[src/rtl/board_editor_pkg.sv]
// Shared board geometry, word split and editor FSM encoding.
// The stepper and the display reader use the same address split.
package board_editor_pkg;

    localparam int LOG_BOARD_SIZE = 6;
    localparam int DEF_WORD_W     = 16;
    localparam int LOG_WORD_W     = $clog2(DEF_WORD_W);
    localparam int BOARD_ADDR_W   = 2 * LOG_BOARD_SIZE - LOG_WORD_W;

    typedef enum logic [2:0] {
        ST_IDLE  = 3'd0,
        ST_REQ   = 3'd1,
        ST_READ  = 3'd2,
        ST_WAIT  = 3'd3,
        ST_WRITE = 3'd4,
        ST_DONE  = 3'd5
    } editor_state_t;

endpackage

[src/rtl/board_editor_if.sv]
// Borrowed board memory port: request/grant handshake plus BRAM read/write strobes.
interface board_editor_if
    import board_editor_pkg::*;
#(
    parameter int WORD_W = DEF_WORD_W,
    parameter int ADDR_W = BOARD_ADDR_W
);
    logic              bus_req_out;
    logic              bus_gnt_in;
    logic [ADDR_W-1:0] mem_addr_out;
    logic              mem_rd_en_out;
    logic [WORD_W-1:0] mem_rd_data_in;
    logic              mem_wr_en_out;
    logic [WORD_W-1:0] mem_wr_data_out;

    modport master (
        output bus_req_out, mem_addr_out, mem_rd_en_out, mem_wr_en_out, mem_wr_data_out,
        input  bus_gnt_in, mem_rd_data_in
    );

    modport slave (
        input  bus_req_out, mem_addr_out, mem_rd_en_out, mem_wr_en_out, mem_wr_data_out,
        output bus_gnt_in, mem_rd_data_in
    );
endinterface

[src/rtl/board_editor_click_edge.sv]
// Registered click edge detector; with BOARD_EDITOR_PAINT_EN it also tracks the
// last edited cell so a held click dragged across the board starts paint edits.
module click_edge
    import board_editor_pkg::*;
(
    input  logic                      clk_in,
    input  logic                      rst_n_in,
    input  logic                      click,
    input  logic [LOG_BOARD_SIZE-1:0] cursor_x,
    input  logic [LOG_BOARD_SIZE-1:0] cursor_y,
    input  logic                      idle,
    output logic                      start,
    output logic                      paint,
    output logic [LOG_BOARD_SIZE-1:0] cell_x,
    output logic [LOG_BOARD_SIZE-1:0] cell_y
);
    logic click_r;
    logic edge_s;

    // Previous click sample; reset reloads it so a held click cannot retrigger.
    always_ff @(posedge clk_in) begin
        if (!rst_n_in) begin
            click_r <= click;
        end else begin
            click_r <= click;
        end
    end

    assign edge_s = click & ~click_r;

`ifdef BOARD_EDITOR_PAINT_EN
    logic [LOG_BOARD_SIZE-1:0] cur_x_r;
    logic [LOG_BOARD_SIZE-1:0] cur_y_r;
    logic [LOG_BOARD_SIZE-1:0] last_x_r;
    logic [LOG_BOARD_SIZE-1:0] last_y_r;
    logic                      moved_s;

    // Registered cursor and the cell most recently handed to the editor.
    always_ff @(posedge clk_in) begin
        if (!rst_n_in) begin
            cur_x_r  <= cursor_x;
            cur_y_r  <= cursor_y;
            last_x_r <= cursor_x;
            last_y_r <= cursor_y;
        end else begin
            cur_x_r <= cursor_x;
            cur_y_r <= cursor_y;
            if (start) begin
                last_x_r <= cell_x;
                last_y_r <= cell_y;
            end else begin
                last_x_r <= last_x_r;
                last_y_r <= last_y_r;
            end
        end
    end

    assign moved_s = (cur_x_r != last_x_r) || (cur_y_r != last_y_r);

    // A fresh press toggles at the live cursor; a drag sets at the registered cursor.
    always_comb begin
        start  = 1'b0;
        paint  = 1'b0;
        cell_x = cursor_x;
        cell_y = cursor_y;
        if (idle && edge_s) begin
            start = 1'b1;
        end else if (idle && click && click_r && moved_s) begin
            start  = 1'b1;
            paint  = 1'b1;
            cell_x = cur_x_r;
            cell_y = cur_y_r;
        end else begin
            start = 1'b0;
        end
    end
`else
    assign start  = idle & edge_s;
    assign paint  = 1'b0;
    assign cell_x = cursor_x;
    assign cell_y = cursor_y;
`endif

endmodule

[src/rtl/board_editor.sv]
// Turns a click at the cursor into one read-modify-write of a board memory word
// over a borrowed BRAM port. Optional drag painting: BOARD_EDITOR_PAINT_EN.
module board_editor
    import board_editor_pkg::*;
#(
    parameter int WORD_W = DEF_WORD_W,
    parameter int RD_LAT = 2
) (
    input  logic                      clk_in,
    input  logic                      rst_n_in,
    input  logic                      click_in,
    input  logic [LOG_BOARD_SIZE-1:0] cursor_x_in,
    input  logic [LOG_BOARD_SIZE-1:0] cursor_y_in,
    board_editor_if.master            bus,
    output logic                      busy_out,
    output logic                      edit_done_out
);
    localparam int LOG_W  = $clog2(WORD_W);
    localparam int ADDR_W = 2 * LOG_BOARD_SIZE - LOG_W;
    localparam int CNT_W  = (RD_LAT > 1) ? $clog2(RD_LAT) : 1;

    editor_state_t             state_r, state_next_s;
    logic [CNT_W-1:0]          cnt_r, cnt_next_s;
    logic [ADDR_W-1:0]         addr_lat_r, addr_next_s;
    logic [LOG_W-1:0]          bit_r;
    logic                      paint_r;
    logic                      start_s, paint_s, in_bus_s;
    logic [LOG_BOARD_SIZE-1:0] cell_x_s, cell_y_s;
    logic [WORD_W-1:0]         mask_s, wr_word_s;
    logic                      bus_req_r, rd_en_r, wr_en_r, busy_r, done_r;
    logic [ADDR_W-1:0]         addr_r;
    logic [WORD_W-1:0]         wr_data_r;

    click_edge u_click_edge (
        .clk_in   (clk_in),
        .rst_n_in (rst_n_in),
        .click    (click_in),
        .cursor_x (cursor_x_in),
        .cursor_y (cursor_y_in),
        .idle     (state_r == ST_IDLE),
        .start    (start_s),
        .paint    (paint_s),
        .cell_x   (cell_x_s),
        .cell_y   (cell_y_s)
    );

    // Next state and read-latency countdown; grant loss before the write restarts the request.
    always_comb begin
        state_next_s = state_r;
        cnt_next_s   = cnt_r;
        case (state_r)
            ST_IDLE: begin
                if (start_s) state_next_s = ST_REQ;
                else         state_next_s = ST_IDLE;
            end
            ST_REQ: begin
                if (bus.bus_gnt_in) state_next_s = ST_READ;
                else                state_next_s = ST_REQ;
            end
            ST_READ: begin
                cnt_next_s = CNT_W'(RD_LAT - 1);
                if (!bus.bus_gnt_in)  state_next_s = ST_REQ;
                else if (RD_LAT == 1) state_next_s = ST_WRITE;
                else                  state_next_s = ST_WAIT;
            end
            ST_WAIT: begin
                if (!bus.bus_gnt_in) begin
                    state_next_s = ST_REQ;
                end else if (cnt_r <= CNT_W'(1)) begin
                    state_next_s = ST_WRITE;
                end else begin
                    state_next_s = ST_WAIT;
                    cnt_next_s   = cnt_r - CNT_W'(1);
                end
            end
            ST_WRITE: state_next_s = ST_DONE;
            ST_DONE:  state_next_s = ST_IDLE;
            default:  state_next_s = ST_IDLE;
        endcase
    end

    assign in_bus_s    = (state_next_s == ST_REQ)  || (state_next_s == ST_READ) ||
                         (state_next_s == ST_WAIT) || (state_next_s == ST_WRITE);
    assign addr_next_s = start_s ? {cell_y_s, cell_x_s[LOG_BOARD_SIZE-1:LOG_W]} : addr_lat_r;
    assign mask_s      = {{(WORD_W-1){1'b0}}, 1'b1} << bit_r;
    assign wr_word_s   = paint_r ? (bus.mem_rd_data_in | mask_s) : (bus.mem_rd_data_in ^ mask_s);

    // State, latched cell and every output registered from the next state.
    always_ff @(posedge clk_in) begin
        if (!rst_n_in) begin
            state_r    <= ST_IDLE;
            cnt_r      <= '0;
            addr_lat_r <= '0;
            bit_r      <= '0;
            paint_r    <= 1'b0;
            bus_req_r  <= 1'b0;
            addr_r     <= '0;
            rd_en_r    <= 1'b0;
            wr_en_r    <= 1'b0;
            wr_data_r  <= '0;
            busy_r     <= 1'b0;
            done_r     <= 1'b0;
        end else begin
            state_r    <= state_next_s;
            cnt_r      <= cnt_next_s;
            addr_lat_r <= addr_next_s;
            if (start_s) begin
                bit_r   <= cell_x_s[LOG_W-1:0];
                paint_r <= paint_s;
            end else begin
                bit_r   <= bit_r;
                paint_r <= paint_r;
            end
            bus_req_r <= in_bus_s;
            addr_r    <= in_bus_s ? addr_next_s : '0;
            rd_en_r   <= (state_next_s == ST_READ);
            wr_en_r   <= (state_next_s == ST_WRITE);
            if (state_next_s == ST_WRITE) wr_data_r <= wr_word_s;
            else                          wr_data_r <= wr_data_r;
            busy_r    <= (state_next_s != ST_IDLE);
            done_r    <= (state_next_s == ST_DONE);
        end
    end

    assign bus.bus_req_out     = bus_req_r;
    assign bus.mem_addr_out    = addr_r;
    assign bus.mem_rd_en_out   = rd_en_r;
    assign bus.mem_wr_en_out   = wr_en_r;
    assign bus.mem_wr_data_out = wr_data_r;
    assign busy_out            = busy_r;
    assign edit_done_out       = done_r;

endmodule

[src/flat_wrapper.sv]
// flat-port wrapper written by rule: the top's interface ports become plain ports
module board_editor_flat import board_editor_pkg::*;
#(
    parameter int WORD_W = DEF_WORD_W,
    parameter int RD_LAT = 2
)
  (clk_in, rst_n_in, click_in, cursor_x_in, cursor_y_in, busy_out, edit_done_out, bus_bus_req_out, bus_mem_addr_out, bus_mem_rd_en_out, bus_mem_wr_en_out, bus_mem_wr_data_out, bus_bus_gnt_in, bus_mem_rd_data_in);
  board_editor_if #(.WORD_W(WORD_W), .ADDR_W(8)) bus_i ();
  input  logic clk_in;
  input  logic rst_n_in;
  input  logic click_in;
  input  logic [LOG_BOARD_SIZE-1:0] cursor_x_in;
  input  logic [LOG_BOARD_SIZE-1:0] cursor_y_in;
  output logic busy_out;
  output logic edit_done_out;
  output wire logic [$bits(bus_i.bus_req_out)-1:0] bus_bus_req_out;
  output wire logic [$bits(bus_i.mem_addr_out)-1:0] bus_mem_addr_out;
  output wire logic [$bits(bus_i.mem_rd_en_out)-1:0] bus_mem_rd_en_out;
  output wire logic [$bits(bus_i.mem_wr_en_out)-1:0] bus_mem_wr_en_out;
  output wire logic [$bits(bus_i.mem_wr_data_out)-1:0] bus_mem_wr_data_out;
  input wire logic [$bits(bus_i.bus_gnt_in)-1:0] bus_bus_gnt_in;
  input wire logic [$bits(bus_i.mem_rd_data_in)-1:0] bus_mem_rd_data_in;
  assign bus_bus_req_out = bus_i.bus_req_out;
  assign bus_mem_addr_out = bus_i.mem_addr_out;
  assign bus_mem_rd_en_out = bus_i.mem_rd_en_out;
  assign bus_mem_wr_en_out = bus_i.mem_wr_en_out;
  assign bus_mem_wr_data_out = bus_i.mem_wr_data_out;
  assign bus_i.bus_gnt_in = bus_bus_gnt_in;
  assign bus_i.mem_rd_data_in = bus_mem_rd_data_in;
  board_editor #(.WORD_W(WORD_W), .RD_LAT(RD_LAT)) u_core (.clk_in(clk_in), .rst_n_in(rst_n_in), .click_in(click_in), .cursor_x_in(cursor_x_in), .cursor_y_in(cursor_y_in), .bus(bus_i), .busy_out(busy_out), .edit_done_out(edit_done_out));
endmodule
[config.mk]
export PLATFORM = sky130hd
export DESIGN_NAME = board_editor_flat
export DESIGN_NICKNAME = d
export VERILOG_FILES = /design/src/rtl/board_editor_pkg.sv /design/src/rtl/board_editor_if.sv /design/src/rtl/board_editor_click_edge.sv /design/src/rtl/board_editor.sv /design/src/flat_wrapper.sv
export SDC_FILE = /design/constraint.sdc
export NUM_CORES = 1
export LEC_CHECK = 0
export BUFFER_PORTS_ARGS = -buffer_cell sky130_fd_sc_hd__clkbuf_2
export CAP_MARGIN = 10
export CORE_MARGIN = 4
export CORE_UTILIZATION = 40
export CTS_CLUSTER_SIZE = 20
export DETAILED_ROUTE_END_ITERATION = 10
export GPL_ROUTABILITY_DRIVEN = 1
export PLACE_DENSITY = 0.66
export SLEW_MARGIN = 10
export SYNTH_ARGS = -nofsm -noshare
export SYNTH_HDL_FRONTEND = slang
export SYNTH_SLANG_ARGS = --single-unit
[constraint.sdc]
create_clock -name clk_in -period 2.3 [get_ports clk_in]
set_input_delay 0 -clock clk_in [delete_from_list [all_inputs] [get_ports clk_in]]
set_output_delay 0 -clock clk_in [all_outputs]
set_load 0.02 [all_outputs]
==> run_summary.xml <==
<?xml version="1.0" encoding="UTF-8"?>
<metrics>
  <group name="power">
    <metric name="pwr_density_cell" unit="mW/mm^2">615</metric>
    <metric name="power_after_layout" unit="uW">1530</metric>
    <metric name="power.leakage" unit="uW">0.00101</metric>
    <metric name="max-vdd-ir-drop" unit="V">0.000405</metric>
  </group>
  <group name="worst_setup_path">
    <metric name="critPathKind" unit="">register to register</metric>
    <metric name="cp-end-kind" unit="">register</metric>
    <metric name="worstPathArrival" unit="ps">1750</metric>
    <metric name="critical_path_peak_fanout" unit="">14</metric>
    <metric name="worstSetupStartpointType" unit="">register</metric>
    <metric name="rr_endpoint" unit="">u_core.bus.mem_addr_out[4]</metric>
    <metric name="reg2reg_from" unit="">u_core.state_r[1]</metric>
    <metric name="slowest_delay" unit="ps">690</metric>
    <metric name="critPathSlowestCell" unit="">or4b_4</metric>
    <metric name="r2r.worst_path.cells" unit="">3</metric>
    <metric name="cp_data_required_time" unit="ps">2450</metric>
    <metric name="path_cells" unit="">or4b_4, o21ai_0, a21oi_1</metric>
    <metric name="reg2reg_setup_slack" unit="ps">690</metric>
  </group>
  <group name="clocking">
    <metric name="cts_buffer_depth" unit="">2</metric>
    <metric name="clock_insertion_delay_worst_skew" unit="ps">290</metric>
    <metric name="tritoncts_clock_tree" unit="">built</metric>
    <metric name="clock_tree.htree_level_count" unit="">2</metric>
    <metric name="clock_tree.root_cell" unit="">clkbuf_8</metric>
    <metric name="cts_repair_resize_count" unit="">0</metric>
    <metric name="cts_post_setup_buffers_inserted" unit="">0</metric>
    <metric name="cts_made_buffers" unit="">5</metric>
    <metric name="ctsHoldBuffers" unit="">21</metric>
    <metric name="cts_sinks" unit="">45</metric>
    <metric name="path_clk_slew" unit="ps">80</metric>
  </group>
  <group name="logic_synthesis">
    <metric name="synth_area_per_cell" unit="um^2">9.70</metric>
    <metric name="synthMuxAreaShare" unit="">0</metric>
    <metric name="synth-compound-area-share" unit="">0.230</metric>
    <metric name="postSynth.asyncResetShare" unit="">0</metric>
    <metric name="synth_largest_type_area_fraction" unit="">0.481</metric>
    <metric name="yosys.area_share.simple" unit="">0.164</metric>
    <metric name="leading_cell_types_by_total_area_after_synthesis" unit="">dfxtp_1 48%, a21oi_1 6.7%, o21ai_0 6.7%</metric>
    <metric name="postSynthCellCount" unit="">193</metric>
    <metric name="post_synth_xor_area_fraction" unit="">0.0748</metric>
    <metric name="netlist-cell-type-count" unit="">34</metric>
    <metric name="syn_nets" unit="">225</metric>
    <metric name="synth_edf_count" unit="">0</metric>
    <metric name="synth-seq-area-share" unit="">0.481</metric>
    <metric name="synthesis.area" unit="mm^2">0.00187</metric>
    <metric name="postSynth.topFlopCell" unit="">dfxtp_1</metric>
    <metric name="ys_ff_latch" unit="">45</metric>
    <metric name="combinational_family_with_the_most_area_after_synthesis" unit="">compound AO/OA/AOI/OAI gates</metric>
    <metric name="ys_warn_count" unit="">0</metric>
    <metric name="synth_adder_area_share" unit="">0</metric>
    <metric name="post-synth-top-area-cell" unit="">dfxtp_1</metric>
  </group>
  <group name="min_path">
    <metric name="hold_start" unit="">bus_mem_rd_data_in[9]</metric>
    <metric name="hold-path-cell-count" unit="">3</metric>
    <metric name="timing.hold.worst_endpoint" unit="">u_core.bus.mem_wr_data_out[9]</metric>
    <metric name="holdCritPathClass" unit="">input port to register</metric>
  </group>
  <group name="drt">
    <metric name="drc_violation_count_after_routing" unit="">0</metric>
    <metric name="route.detailed.wl_per_inst" unit="um">13.0</metric>
    <metric name="first_iter_violations" unit="">68</metric>
    <metric name="avgViaCountPerCell" unit="">5.13</metric>
    <metric name="detail-route-antenna-nets" unit="">0</metric>
    <metric name="via_count" unit="">1640</metric>
    <metric name="detail_route.wirelength" unit="um">4160</metric>
    <metric name="dr.pass1.iters" unit="">6</metric>
  </group>
  <group name="timing">
    <metric name="crit_path_setup_slack_layout" unit="ps">693</metric>
    <metric name="final_max_slew_viol_count" unit="">0</metric>
    <metric name="setup_viol" unit="">0</metric>
    <metric name="fin_crit_sh" unit="">0.699</metric>
    <metric name="fin_crit" unit="ps">1610</metric>
    <metric name="max_clock_skew" unit="ps">2.94</metric>
    <metric name="rsz0062_at_grt" unit="">no</metric>
    <metric name="tns" unit="ps">0</metric>
    <metric name="clock.fmax" unit="MHz">622</metric>
    <metric name="maxSlewHeadroom" unit="">0.505</metric>
    <metric name="final_hold_viol_count" unit="">0</metric>
    <metric name="timing_worst_slew_pin_value" unit="ps">739</metric>
    <metric name="worst_hold_slack" unit="ps">5.19</metric>
  </group>
  <group name="cells_and_area">
    <metric name="mostFrequentLayoutCell" unit="">clkbuf_2</metric>
    <metric name="final_instance_area" unit="mm^2">0.00249</metric>
    <metric name="most-common-layout-cells" unit="">60 x clkbuf_2, 45 x dfxtp_1, 25 x o21ai_0, 25 x a21oi_1, 21 x dlygate4sd3_1</metric>
    <metric name="antenna_cells" unit="">0</metric>
    <metric name="fraction_of_layout_instances_using_a_drive_strength_above_1" unit="">0.295</metric>
    <metric name="nets" unit="">299</metric>
    <metric name="synthToLayoutAreaGrowth" unit="%">32.7</metric>
  </group>
  <group name="global_route">
    <metric name="antenna_found_initial" unit="">0</metric>
    <metric name="vias_in_the_first_global_route" unit="">1559</metric>
    <metric name="grt_remaining_overflow" unit="">0</metric>
    <metric name="global_route_wire_length_before_repair" unit="um">7180</metric>
    <metric name="global_route.usage.total" unit="">0.148</metric>
    <metric name="maximum_number_of_pins_on_one_net_before_global_route_repair" unit="">35</metric>
  </group>
  <group name="placement">
    <metric name="io_buffers" unit="">60</metric>
    <metric name="hpwl" unit="um">2680</metric>
    <metric name="gp_congestion" unit="">0.738</metric>
    <metric name="dpl-instance-area" unit="mm^2">0.00217</metric>
    <metric name="post-place-ws" unit="ps">718</metric>
  </group>
  <group name="floorplanning">
    <metric name="floorplan.rows" unit="">24</metric>
    <metric name="pin_count" unit="">61</metric>
    <metric name="fp.dieArea" unit="mm^2">0.00584</metric>
    <metric name="initial_utilization" unit="">0.421</metric>
    <metric name="die_w" unit="um">76.4</metric>
    <metric name="core_area" unit="mm^2">0.00444</metric>
    <metric name="floorplan.die.height" unit="um">76.4</metric>
  </group>
  <group name="flow_run">
    <metric name="max_cap_violations" unit="">0</metric>
  </group>
  <group name="outcome">
    <metric name="status" unit="">finished clean</metric>
  </group>
</metrics>
[worst max path at each step]
stage	from	endpoint
CTS	u_core.state_r[1]	u_core.bus.mem_addr_out[4]
floorplan	u_core.state_r[1]	u_core.bus.mem_addr_out[2]
global placement	u_core.state_r[1]	u_core.bus.mem_addr_out[0]
global route	u_core.state_r[0]	u_core.bus.mem_addr_out[4]
detailed placement	u_core.state_r[1]	u_core.bus.mem_addr_out[4]
finish	u_core.state_r[1]	u_core.bus.mem_addr_out[4]
[kinds of logic after synthesis]
logic type | after synthesis
AOI/OAI and AO/OA | 71
xor gates and xnor gates | 16
buffers and inverters | 19
DFF | 45
and+or+nand+nor | 42
[final cells by class]
cell class	count	area [um^2]
clock buffers	7	96.3
clock inverters	1	5.00
fillers	428	1960
inverters	2	7.51
multi-input cells	129	878
flip-flops and latches	45	901
well taps	52	65.1
repair buffers	84	533
[metrics by stage]
stage           util  std cells
6_report       0.559        320
5_1_grt        0.559        320
4_1_cts        0.559        320
3_5_place_dp   0.489        291
3_3_place_gp   0.489        291
2_1_floorplan      -        193
[state kept, by name, summed over array words and instances (netlist names)]
register and count:
u_core.bus.mem_wr_data_out 16, u_core.addr_lat_r 8, u_core.bus.mem_addr_out 8, u_core.bit_r 4, u_core.state_r 3, u_core.bus.bus_req_out 1, u_core.bus.mem_rd_en_out 1, u_core.bus.mem_wr_en_out 1
u_core.busy_out 1, u_core.edit_done_out 1, u_core.u_click_edge.click_r 1
[power breakdown]
group	internal, uW	switching, uW	leakage (uW)
Combinational	95.3	80.6	0.000587
Clock	272	254	0.0000542
Sequential	802	25.3	0.000365
Total	1170	360	0.00101
[layer usage]
layer,track usage,routed length (um),part of all wire
met1,0.188,1960,0.47
met2,0.230,1850,0.44
met3,0.0556,311,0.075
met4,0.0543,38,0.0091
met5,0,0,0
[cell usage after synthesis, types with 2 or more instances]
cell       n
a21boi_0   7
a21boi_1   5
a21oi_1   25
and4b_1    2
buf_2      2
buf_6      2
clkbuf_1  11
dfxtp_1   45
inv_1      2
nand2b_1   3
nand3_1   12
nand4b_1   4
nor2b_1    2
nor4b_1    4
nor4bb_1   6
o21a_1     2
o21ai_0   25
o21ai_2    4
xnor2_1   11
xor2_1     5
[critical path: cells and delay by family, from the launching register on]
| family | cells | cell delay, ps |
|---|---|---|
| simple gates | 1 | 690 |
| compound gates | 2 | 370 |
| flops | 1 | 400 |
Power figures use the tool's default switching activity.
